**config.mk**
```make
export PLATFORM = sky130hd
export DESIGN_NAME = display_renderer
export DESIGN_NICKNAME = d
export VERILOG_FILES = /design/src/rtl/display_renderer.sv
export SDC_FILE = /design/constraint.sdc
export NUM_CORES = 1
export LEC_CHECK = 0
export BUFFER_PORTS_ARGS = -buffer_cell sky130_fd_sc_hd__buf_4
export CAP_MARGIN = 20
export CORE_UTILIZATION = 50
export DETAILED_ROUTE_END_ITERATION = 10
export PLACE_DENSITY = 0.79
export SYNTH_ARGS = -nofsm -noshare
export SYNTH_HDL_FRONTEND = slang
export SYNTH_SLANG_ARGS = --single-unit
```
**constraint.sdc**
```tcl
create_clock -name clock -period 2.35 [get_ports clock]
set_input_delay 0.5875 -clock clock [delete_from_list [all_inputs] [get_ports clock]]
set_output_delay 0.5875 -clock clock [all_outputs]
set_load 0.01 [all_outputs]
```
**src/rtl/display_renderer.sv**
```systemverilog
// rtl/display_renderer.sv - scans a snapshotted 16x32 cell grid onto the 160x120 VGA adapter
module display_renderer #(
    parameter int         CELL_W    = 4,
    parameter int         CELL_H    = 3,
    parameter int         X_OFFSET  = 48,
    parameter int         Y_OFFSET  = 12,
    parameter logic [2:0] FG_COLOUR = 3'b111,
    parameter logic [2:0] BG_COLOUR = 3'b000
) (
    input  logic         clock,
    input  logic         resetn,
    input  logic         start,
    input  logic [511:0] display,
    output logic         busy,
    output logic         done,
    output logic [7:0]   x,
    output logic [6:0]   y,
    output logic [2:0]   colour,
    output logic         plot
);

    // Sub-cell counters need at least one bit even for 1-pixel cells.
    localparam int SXW = (CELL_W > 1) ? $clog2(CELL_W) : 1;
    localparam int SYW = (CELL_H > 1) ? $clog2(CELL_H) : 1;

    localparam logic [SXW-1:0] SX_LAST = SXW'(CELL_W - 1);
    localparam logic [SYW-1:0] SY_LAST = SYW'(CELL_H - 1);
    localparam logic [8:0]     X_START = 9'(X_OFFSET);
    localparam logic [8:0]     Y_START = 9'(Y_OFFSET);

    typedef enum logic [1:0] {
        IDLE = 2'd0,
        DRAW = 2'd1,
        FIN  = 2'd2
    } state_t;

    state_t         state;
    logic [511:0]   snap;
    logic [SXW-1:0] sx;
    logic [3:0]     cx;
    logic [SYW-1:0] sy;
    logic [4:0]     cy;
    logic [8:0]     px;
    logic [8:0]     py;

    logic sx_wrap;
    logic cx_wrap;
    logic sy_wrap;
    logic last_pixel;

    // Wrap detection for the nested row-major scan: sx, then cx, then sy, then cy.
    assign sx_wrap    = (sx == SX_LAST);
    assign cx_wrap    = (cx == 4'd15);
    assign sy_wrap    = (sy == SY_LAST);
    assign last_pixel = sx_wrap && cx_wrap && sy_wrap && (cy == 5'd31);

    // Frame sequencer: snapshot on start, one pixel per DRAW cycle, then a single done pulse.
    always_ff @(posedge clock) begin
        if (!resetn) begin
            state  <= IDLE;
            snap   <= '0;
            sx     <= '0;
            cx     <= '0;
            sy     <= '0;
            cy     <= '0;
            px     <= '0;
            py     <= '0;
            busy   <= 1'b0;
            done   <= 1'b0;
            x      <= '0;
            y      <= '0;
            colour <= '0;
            plot   <= 1'b0;
        end else begin
            case (state)
                IDLE: begin
                    plot <= 1'b0;
                    done <= 1'b0;
                    if (start) begin
                        snap  <= display;
                        sx    <= '0;
                        cx    <= '0;
                        sy    <= '0;
                        cy    <= '0;
                        px    <= X_START;
                        py    <= Y_START;
                        busy  <= 1'b1;
                        state <= DRAW;
                    end
                end

                DRAW: begin
                    // The cell index cx*32+cy is just the concatenation {cx, cy}.
                    x      <= 8'(px);
                    y      <= 7'(py);
                    colour <= snap[{cx, cy}] ? FG_COLOUR : BG_COLOUR;
                    plot   <= 1'b1;

                    if (sx_wrap) begin
                        sx <= '0;
                        if (cx_wrap) begin
                            // End of a screen row: rewind x, step down one pixel row.
                            cx <= '0;
                            px <= X_START;
                            py <= py + 9'd1;
                            if (sy_wrap) begin
                                sy <= '0;
                                cy <= cy + 5'd1;
                            end else begin
                                sy <= sy + 1'b1;
                            end
                        end else begin
                            cx <= cx + 4'd1;
                            px <= px + 9'd1;
                        end
                    end else begin
                        sx <= sx + 1'b1;
                        px <= px + 9'd1;
                    end

                    if (last_pixel) begin
                        state <= FIN;
                    end
                end

                FIN: begin
                    plot  <= 1'b0;
                    done  <= 1'b1;
                    busy  <= 1'b0;
                    state <= IDLE;
                end

                default: begin
                    plot  <= 1'b0;
                    busy  <= 1'b0;
                    done  <= 1'b0;
                    state <= IDLE;
                end
            endcase
        end
    end

endmodule

```
== Word level (Yosys, flattened, before mapping) ==
Index checks and enable logic that the tools add are counted.

* Add/subtract/negate cells: 6
* Order comparisons: 1
* Equality and inequality tests: 11
* Multiplexer cells: 34
* Bitwise operators: 1
* Reductions and logical operators: 12

{| class="wikitable"
|+ Operators with widths
! cell !! count
|-
| $mux W9 || 6
|-
| $pmux W9 S2 || 2
|-
| $mux W5 || 4
|-
| $add A9 B1 Y9 const B || 2
|-
| $mux W2 || 7
|-
| $mux W4 || 3
|-
| $pmux W2 S2 || 3
|-
| $lt A9 B10 Y1 const B || 1
|-
| $ne A2 B2 Y1 const B || 5
|-
| $pmux W5 S2 || 1
|-
| $bmux W1 S9 || 1
|-
| $pmux W4 S2 || 1
|-
| $reduce_and A2 Y1 || 4
|-
| $eq A2 B2 Y1 const B || 3
|-
| $add A5 B1 Y5 const B || 1
|-
| $eq A5 B5 Y1 const B || 1
|-
| $reduce_and A5 Y1 || 1
|-
| $add A2 B1 Y2 const B || 2
|-
| $add A4 B1 Y4 const B || 1
|-
| $eq A4 B4 Y1 const B || 1
|-
| $pmux W1 S2 || 2
|-
| $reduce_and A4 Y1 || 1
|-
| $logic_and A1 B1 Y1 || 3
|-
| $mux W1 || 3
|-
| other kinds (6) || 6
|}

* Bits in registers: 566
* Input bits: 515
* Word-level logic and storage cells: 79

== Depth between registers and ports, before layout ==
Gate-level depths: netlist (run 1).

* Depth after elaboration: 6
* Depth in mapped cells: 11

== Worst setup path after synthesis (run 1) ==
No wires, ideal clock.

* Path type: register -> register
* Start point: register cy[1]
* End point: register colour[1]
* Setup time: 120 ps
* Data arrival time: 2107 ps
* Path slack: 122 ps
* Cell stages (with the launch flop): 11
* Buffers on the path: 3
* Cell sequence: dfxtp_1 buf_4 buf_2 buf_2 mux4_2 a311oi_1 o211ai_1 a211oi_1 o21ai_0 nand3_1 nand3_1

* Word-level cells in the longest chain between the ends: 3

{| class="wikitable"
|+ Ends and longest elaborated chain
! item !! RTL line !! text
|-
| from (decl) || 42 || <nowiki>logic [4:0] cy;</nowiki>
|-
| from (signal assigned) || 108 || <nowiki>cy <= cy + 5'd1;</nowiki>
|-
| $bmux W1 S9 || 96 || <nowiki>colour <= snap[{cx, cy}] ? FG_COLOUR : BG_COLOUR;</nowiki>
|-
| $mux W1 (implied by the code) || 96 ||
|-
| $mux W3 || 96 ||
|-
| to (signal assigned) || 96 ||
|-
| to (decl) || 18 || <nowiki>output logic [2:0] colour,</nowiki>
|}

No other way between the ends. The select of a mux whose other input is x is not followed.
A chain may end at the register's enable or synchronous reset.

== Worst setup path in the final report (run 1) ==
* Start point: register cy[0]
* End point: register colour[1]

Same word-level chain as after synthesis.

==> run metrics, run 1 <==
status=finished, violations left; failing checks=negative setup slack; Detailed Place HPWL=about 60000 um; GR Util met2=0.529; largest net degree at the start of global routing=approximately 260; DR pass1 iterations=5; busiest grt layer=met2; post-synthesis compound-gate area fraction=0.189; initial core utilization=0.508; Syn Std Cell Area=0.0249 mm^2; die area=just over 0.05 mm^2; remaining antenna violation count=0; Clk Latency, worst-skew pair=610 ps; Clock Sink Count=approximately 560; gr ovfl total=0; Net Count, Synth=between 3000 and 4000; CP most frequent cell=mux4_2; Hold Crit Class=in2reg; pwr/cell area=708 mW/mm^2; total number of vias=roughly 23000; Placed Cells=3893; CTS tree=yes; M3 GR Usage=0.0434; Synth Area in XOR/XNOR=0.00281; post-place setup slack=-509 ps; gr usage total=0.314; initial antenna violation count=1; Final Routed Wirelength=just over 80000 um; Max-slew headroom=0.296; commonest non-fill, non-tap cell in the layout=nand2_1; CTS root buf=clkbuf_16; Reg clk slew, reported paths=~60 ps; sequential area share after synthesis=0.451; flop-to-flop setup slack=-170 ps; met1 Resource Use GR=0.398; Fmax=just under 0.4 GHz; WS Path Type=reg2reg; Core Area=between 0.04 and 0.05 mm^2; Die Y=225 um; DRC Markers=0; # IOs=536; PortBufs=535; GP Congestion=0.925; Main synth FF type=dfxtp_1; Via density=between 5 and 6; simple-gate share of the synthesized area=0.193; crit path max fanout=8; vias in the first global route=approximately 22000; num rows=between 80 and 90; Syn. warnings=0; delay-heaviest family, CP=multiplexers; CP Buf/Inv Count=2; H-tree depth=2; total CTS buffers=58; max incr delay on CP=510 ps; RSZ-0062 raised after global routing=yes; Unique masters post-synth=52; Gate Count Post-Synth=2816; Post-synth EDFFs=0; Slew @ Worst Pin=~1100 ps; VDD IR-drop max=slightly below 0.6 mV; Final Max Tran Viols=0; DR iter-0 viols=about 2100; Async S/R FF share, synth=0; largest family of logic cells by synthesized area=simple AND/OR/NAND/NOR gates; adder-cell share of the synthesized area=0.00301; Die X=between 200 and 250 um; first-pass GRT wire length=123000 um; crit-path cells=buf_12 > mux4_2 > mux4_2 > a21oi_2 > nor4b_4 > buf_4 > a31oi_4 > nand4_1 > nand3_1; Synth Area per Inst=8.85 um^2; P_leak=~13 nW; layout cell share with drive strength beyond 1=0.275; Crit path required time=between 2000 and 3000 ps; area delta synth->final=30.0%; FF+latch count, synth=around 560; Max Cap Viol=0; CTS Buffer Depth=3; clk_skew=approximately 16 ps; setup violators final=1; startpoint types=flip-flop; Post-Layout Cell Count=between 4000 and 5000; final worst slack=-169 ps; DR WL/cell=20.2 um; Layout Nets=around 3800; most frequent cells in the layout=nand2_1 (1084), buf_4 (615), dfxtp_1 (556), a21boi_0 (534), mux4_2 (121); CP Capture Type=flip-flop; Tcrit/Tclk final=1.07; Slowest-stage cell, CP=mux4_2; Worst Path Arrival=between 3000 and 4000 ps; Final Critical Period=approximately 2500 ps; WHS=234 ps; Final Hold Vio Count=0; multiplexer share of the synthesized area=0.122
==> cell type report <==
type | count | area (um^2)
diodes | 1 | 2.50
clock buffers | 86 | 1740
clock inverters | 20 | 263
fillers | 3971 | 16700
inverters | 3 | 11.3
multi-input cells | 2023 | 12800
flip-flops and latches | 561 | 11200
well taps | 664 | 831
repair buffers | 657 | 5460
==> cells in the mapped netlist, drive strengths merged, types with 2 or more instances <==
library cell	count	share of area
nor2b	20	0.0050
a31oi	4	0.0010
nor4	4	0.0010
mux2	14	0.0063
nand2b	15	0.0038
a22oi	28	0.0084
inv	3	0.00045
a21boi	535	0.16
a21oi	26	0.0052
o211ai	2	0.00060
and3	6	0.0015
ha	6	0.0030
xnor2	2	0.00070
a22o	2	0.00070
o21ai	12	0.0024
o221a	2	0.00090
o221ai	3	0.0011
nand2	1085	0.16
nor2	30	0.0045
a221oi	2	0.00070
mux2i	15	0.0060
nand4	10	0.0025
nor3	15	0.0030
buf	39	0.011
o22ai	10	0.0025
dfxtp	561	0.45
xor2	6	0.0021
or3b	2	0.00070
or3	2	0.00050
a211oi	6	0.0018
and2	6	0.0015
clkbuf	190	0.029
mux4	121	0.11
nand3	22	0.0044
==> per-stage QoR <==
step / setup TNS [ps] / instance area (um^2) / util / power [mW]
3_5_place_dp: -509 / 30000 / 0.612 / 13.4
5_1_grt: -243 / 32400 / 0.660 / 23.7
6_report: -169 / 32400 / 0.660 / 22.9
2_1_floorplan: 0 / 24900 / - / 12.0
3_3_place_gp: -483 / 30000 / 0.612 / 13.3
4_1_cts: -154 / 32300 / 0.659 / 23.0
==> layer usage <==
| metal | vias up | share of wire |
|---|---|---|
| li1 | 10500 | - |
| met1 | 10900 | 0.40 |
| met2 | 996 | 0.48 |
| met3 | 179 | 0.072 |
| met4 | 0 | 0.045 |
| met5 | - | 0 |
==> report_power, final <==
| part | leakage [nW] | switching, mW | internal (mW) |
|---|---|---|---|
| logic | 7.14 | 1.43 | 1.51 |
| registers | 4.61 | 0.351 | 10.1 |
| clock network | 0.988 | 3.83 | 5.75 |
| total | 12.7 | 5.61 | 17.3 |
==> worst reg2reg max path: cells and delay by family, from the launching register on <==
family	cells	cell delay [ps]
AND/OR/NAND/NOR	3	490
buffers and inverters	2	360
multiplexers	2	990
flip-flops	1	370
AO/OA/AOI/OAI	2	190
==> repair_timing <==
item                       CTS  global route
setup buffers                7             5
pin swaps                   11             2
hold buffers                 0             0
resized for setup           29             3
setup endpoints to repair    1             9
cloned                       2             1
==> kinds of logic after synthesis <==
family / after synthesis
muxes: 150
AOI/OAI and AO/OA: 638
adders and majority gates: 6
buffers and inverters: 232
and+or+nand+nor: 1221
xor gates and xnor gates: 8
DFF: 561
==> sequential cells by signal (all words and copies together) (netlist names) <==
| register | cells |
|---|---|
| snap | 512 |
| px | 8 |
| x | 8 |
| py | 7 |
| y | 7 |
| cy | 5 |
| cx | 4 |
| state | 2 |
| sx | 2 |
| sy | 2 |
| busy | 1 |
| colour | 1 |
| done | 1 |
| plot | 1 |
==> final timing paths <==
| check | start | endpoint | cells past startpoint |
|---|---|---|---|
| hold reg to reg | snap[403] | snap[403] | 2 |
| hold / removal | display[310] | snap[310] | 3 |
| setup reg to reg | cy[0] | colour[1] | 9 |
| setup / recovery | cy[0] | colour[1] | 9 |
(Power assumes the default switching activity.)
==> inputs of run 2 (changes only) <==
PLACE_DENSITY = 0.77   (was 0.79)
==> run 2 against run 1 <==
The run still ends with negative setup slack left; final cell count fell by 0.30%; critical path depth did not move; first-iteration DRC count fell by 5.0%; critical path type unchanged; largest power group unchanged.
==> run metrics, run 2 (synthesized netlist as in run 1, its figures left out) <==
startpoint types=flip-flop (unchanged); Max-slew headroom=0.452 (was 0.296); DR iter-0 viols=2006 (was 2111); Layout Nets=3809 (was 3825); # IOs=536 (unchanged); Final Critical Period=2550 ps (was 2520 ps); post-place setup slack=-334 ps (was -509 ps); Crit path required time=2840 ps (was 2850 ps); Reg clk slew, reported paths=60 ps (about the same); remaining antenna violation count=0 (unchanged); crit path max fanout=5 (was 8); # fillers=3945 (was 3971); Non-Filler Cell Area, Final=0.0321 mm^2 (was 0.0324 mm^2); pwr/cell area=708 mW/mm^2 (about the same); sequential standard cell area=0.0112 mm^2 (about the same); initial core utilization=0.508 (unchanged); Final Max Tran Viols=0 (unchanged); Via density=5.58 (was 5.62); die area=0.0507 mm^2 (unchanged); DR pass1 iterations=6 (was 5); RSZ-0062 raised after global routing=yes (unchanged); Clk Latency, worst-skew pair=630 ps (was 610 ps); total number of vias=22400 (was 22600); Design Power=22.8 mW (was 22.9 mW); initial antenna violation count=9 (was 1); layout cell share with drive strength beyond 1=0.268 (was 0.275); Slowest-stage cell, CP=mux4_2 (unchanged); CP most frequent cell=mux4_2 (unchanged); Final Routed Wirelength=80200 um (was 81200 um); H-tree depth=2 (unchanged); CP Buf/Inv Count=2 (unchanged); max incr delay on CP=500 ps (was 510 ps); clk_skew=25.1 ps (was 16.2 ps); area delta synth->final=28.9% (was 30.0%); Detailed Place HPWL=59500 um (was 60200 um); PortBufs=535 (unchanged); Routed met3 length=5540 um (was 5870 um); failing checks=negative setup slack (unchanged); Final Hold Vio Count=0 (unchanged); Post-Place Cell Area=0.0299 mm^2 (was 0.0300 mm^2); CTS root buf=clkbuf_16 (unchanged); Clock Sink Count=561 (unchanged); most frequent cells in the layout=nand2_1 (1084), buf_4 (606), dfxtp_1 (557), a21boi_0 (534), mux4_2 (121) (was nand2_1 (1084), buf_4 (615), dfxtp_1 (556), a21boi_0 (534), mux4_2 (121)); Largest Register=snap (unchanged); num rows=81 (unchanged); Slew @ Worst Pin=822 ps (was 1060 ps); Top Metal Used=met5 (was met4); CTS tree=yes (unchanged); status=finished, violations left (unchanged); delay-heaviest family, CP=multiplexers (unchanged); total CTS buffers=57 (was 58); commonest non-fill, non-tap cell in the layout=nand2_1 (unchanged); area occupied by multi-input gates=0.0128 mm^2 (about the same); Worst Path Arrival=3040 ps (was 3020 ps); CP Capture Type=flip-flop (unchanged); Tcrit/Tclk final=1.09 (was 1.07); Core Area=0.0491 mm^2 (unchanged); VDD IR-drop max=0.587 mV (was 0.595 mV); Die X=225 um (unchanged); DR WL/cell=20.0 um (was 20.2 um); gr ovfl total=0 (unchanged); largest net degree at the start of global routing=196 (was 261); GP Congestion=0.922 (was 0.925); Fmax=0.392 GHz (was 0.397 GHz); first-pass GRT wire length=122000 um (was 123000 um); final worst slack=-203 ps (was -169 ps); P_leak=12.6 nW (was 12.7 nW); CTS Buffer Depth=3 (unchanged); setup TNS=-203 ps (was -169 ps); largest registers=snap: 512 flops, px: 8 flops, x: 8 flops (unchanged); met2 WL=38500 um (was 39200 um); DRC Markers=0 (unchanged); Die Y=225 um (unchanged); met1 WL=32400 um (about the same); Largest register FFs=512 (unchanged); Max Cap Viol=0 (unchanged); crit-path cells=buf_12 > mux4_2 > mux4_2 > nor2b_4 > nor4b_2 > buf_4 > a31oi_4 > nand4_1 > nand3_1 (was buf_12 > mux4_2 > mux4_2 > a21oi_2 > nor4b_4 > buf_4 > a31oi_4 > nand4_1 > nand3_1); gr usage total=0.312 (was 0.314); vias in the first global route=22000 (was 22300); Hold Crit Class=in2reg (unchanged); setup violators final=1 (unchanged); WS Path Type=reg2reg (unchanged)
-- run 2: cell count changes in the layout (fill, tap and decap cells not counted), moves of 3 or more --
cell,before,now
clkinv_2,10,13
clkbuf_8,16,11
buf_12,33,26
diode_2,1,6
buf_4,615,606
-- run 2: report_power, final --
group          switching, mW  internal, mW
Clock                   3.87          5.61
Sequential             0.336          10.1
Combinational           1.40          1.47
-- run 2: cell type report --
class,instances,area share
clock inverter,23,0.00814
antenna,6,0.000467
tap,664,0.0259
timing repair buffer,642,0.164
sequential,561,0.350
inverter,3,0.000350
multi-input combinational,2023,0.398
clock buffer,81,0.0533
-- run 2: per-stage QoR --
stage / hold slack, ps / utilization / std cells
after floorplan: 439 / - / 2816
after global placement: 449 / 0.610 / 3888
after detailed placement: 455 / 0.610 / 3888
after CTS: 194 / 0.654 / 3997
after global routing: 219 / 0.655 / 4001
final: 222 / 0.655 / 4003
-- run 2: routing by layer --
layer,GRT usage,up-vias
met5,0,-
met4,0.151,6
met3,0.0462,202
met2,0.519,941
met1,0.398,10700
li1,-,10500
-- run 2: final timing paths --
kind,start,end,slack (ps),depth (start not counted)
worst max-delay path,cy[0],colour[1],-200,9
worst min-delay path,display[248],snap[248],220,3
worst max register to register,cy[0],colour[1],-200,9
worst min register to register,snap[38],snap[38],460,2
-- run 2: timing repair --
item	4_1_cts	5_1_grt
setup buffers	3	0
pin swaps	5	3
hold buffers	0	0
resized for setup	16	5
gates cloned	2	0
endpoints found under the setup margin	1	5
-- run 2: tightest hold or removal path, stage by stage --
cell and delay, ps:
buf_4 110, nand2_1 40, a21boi_0 60
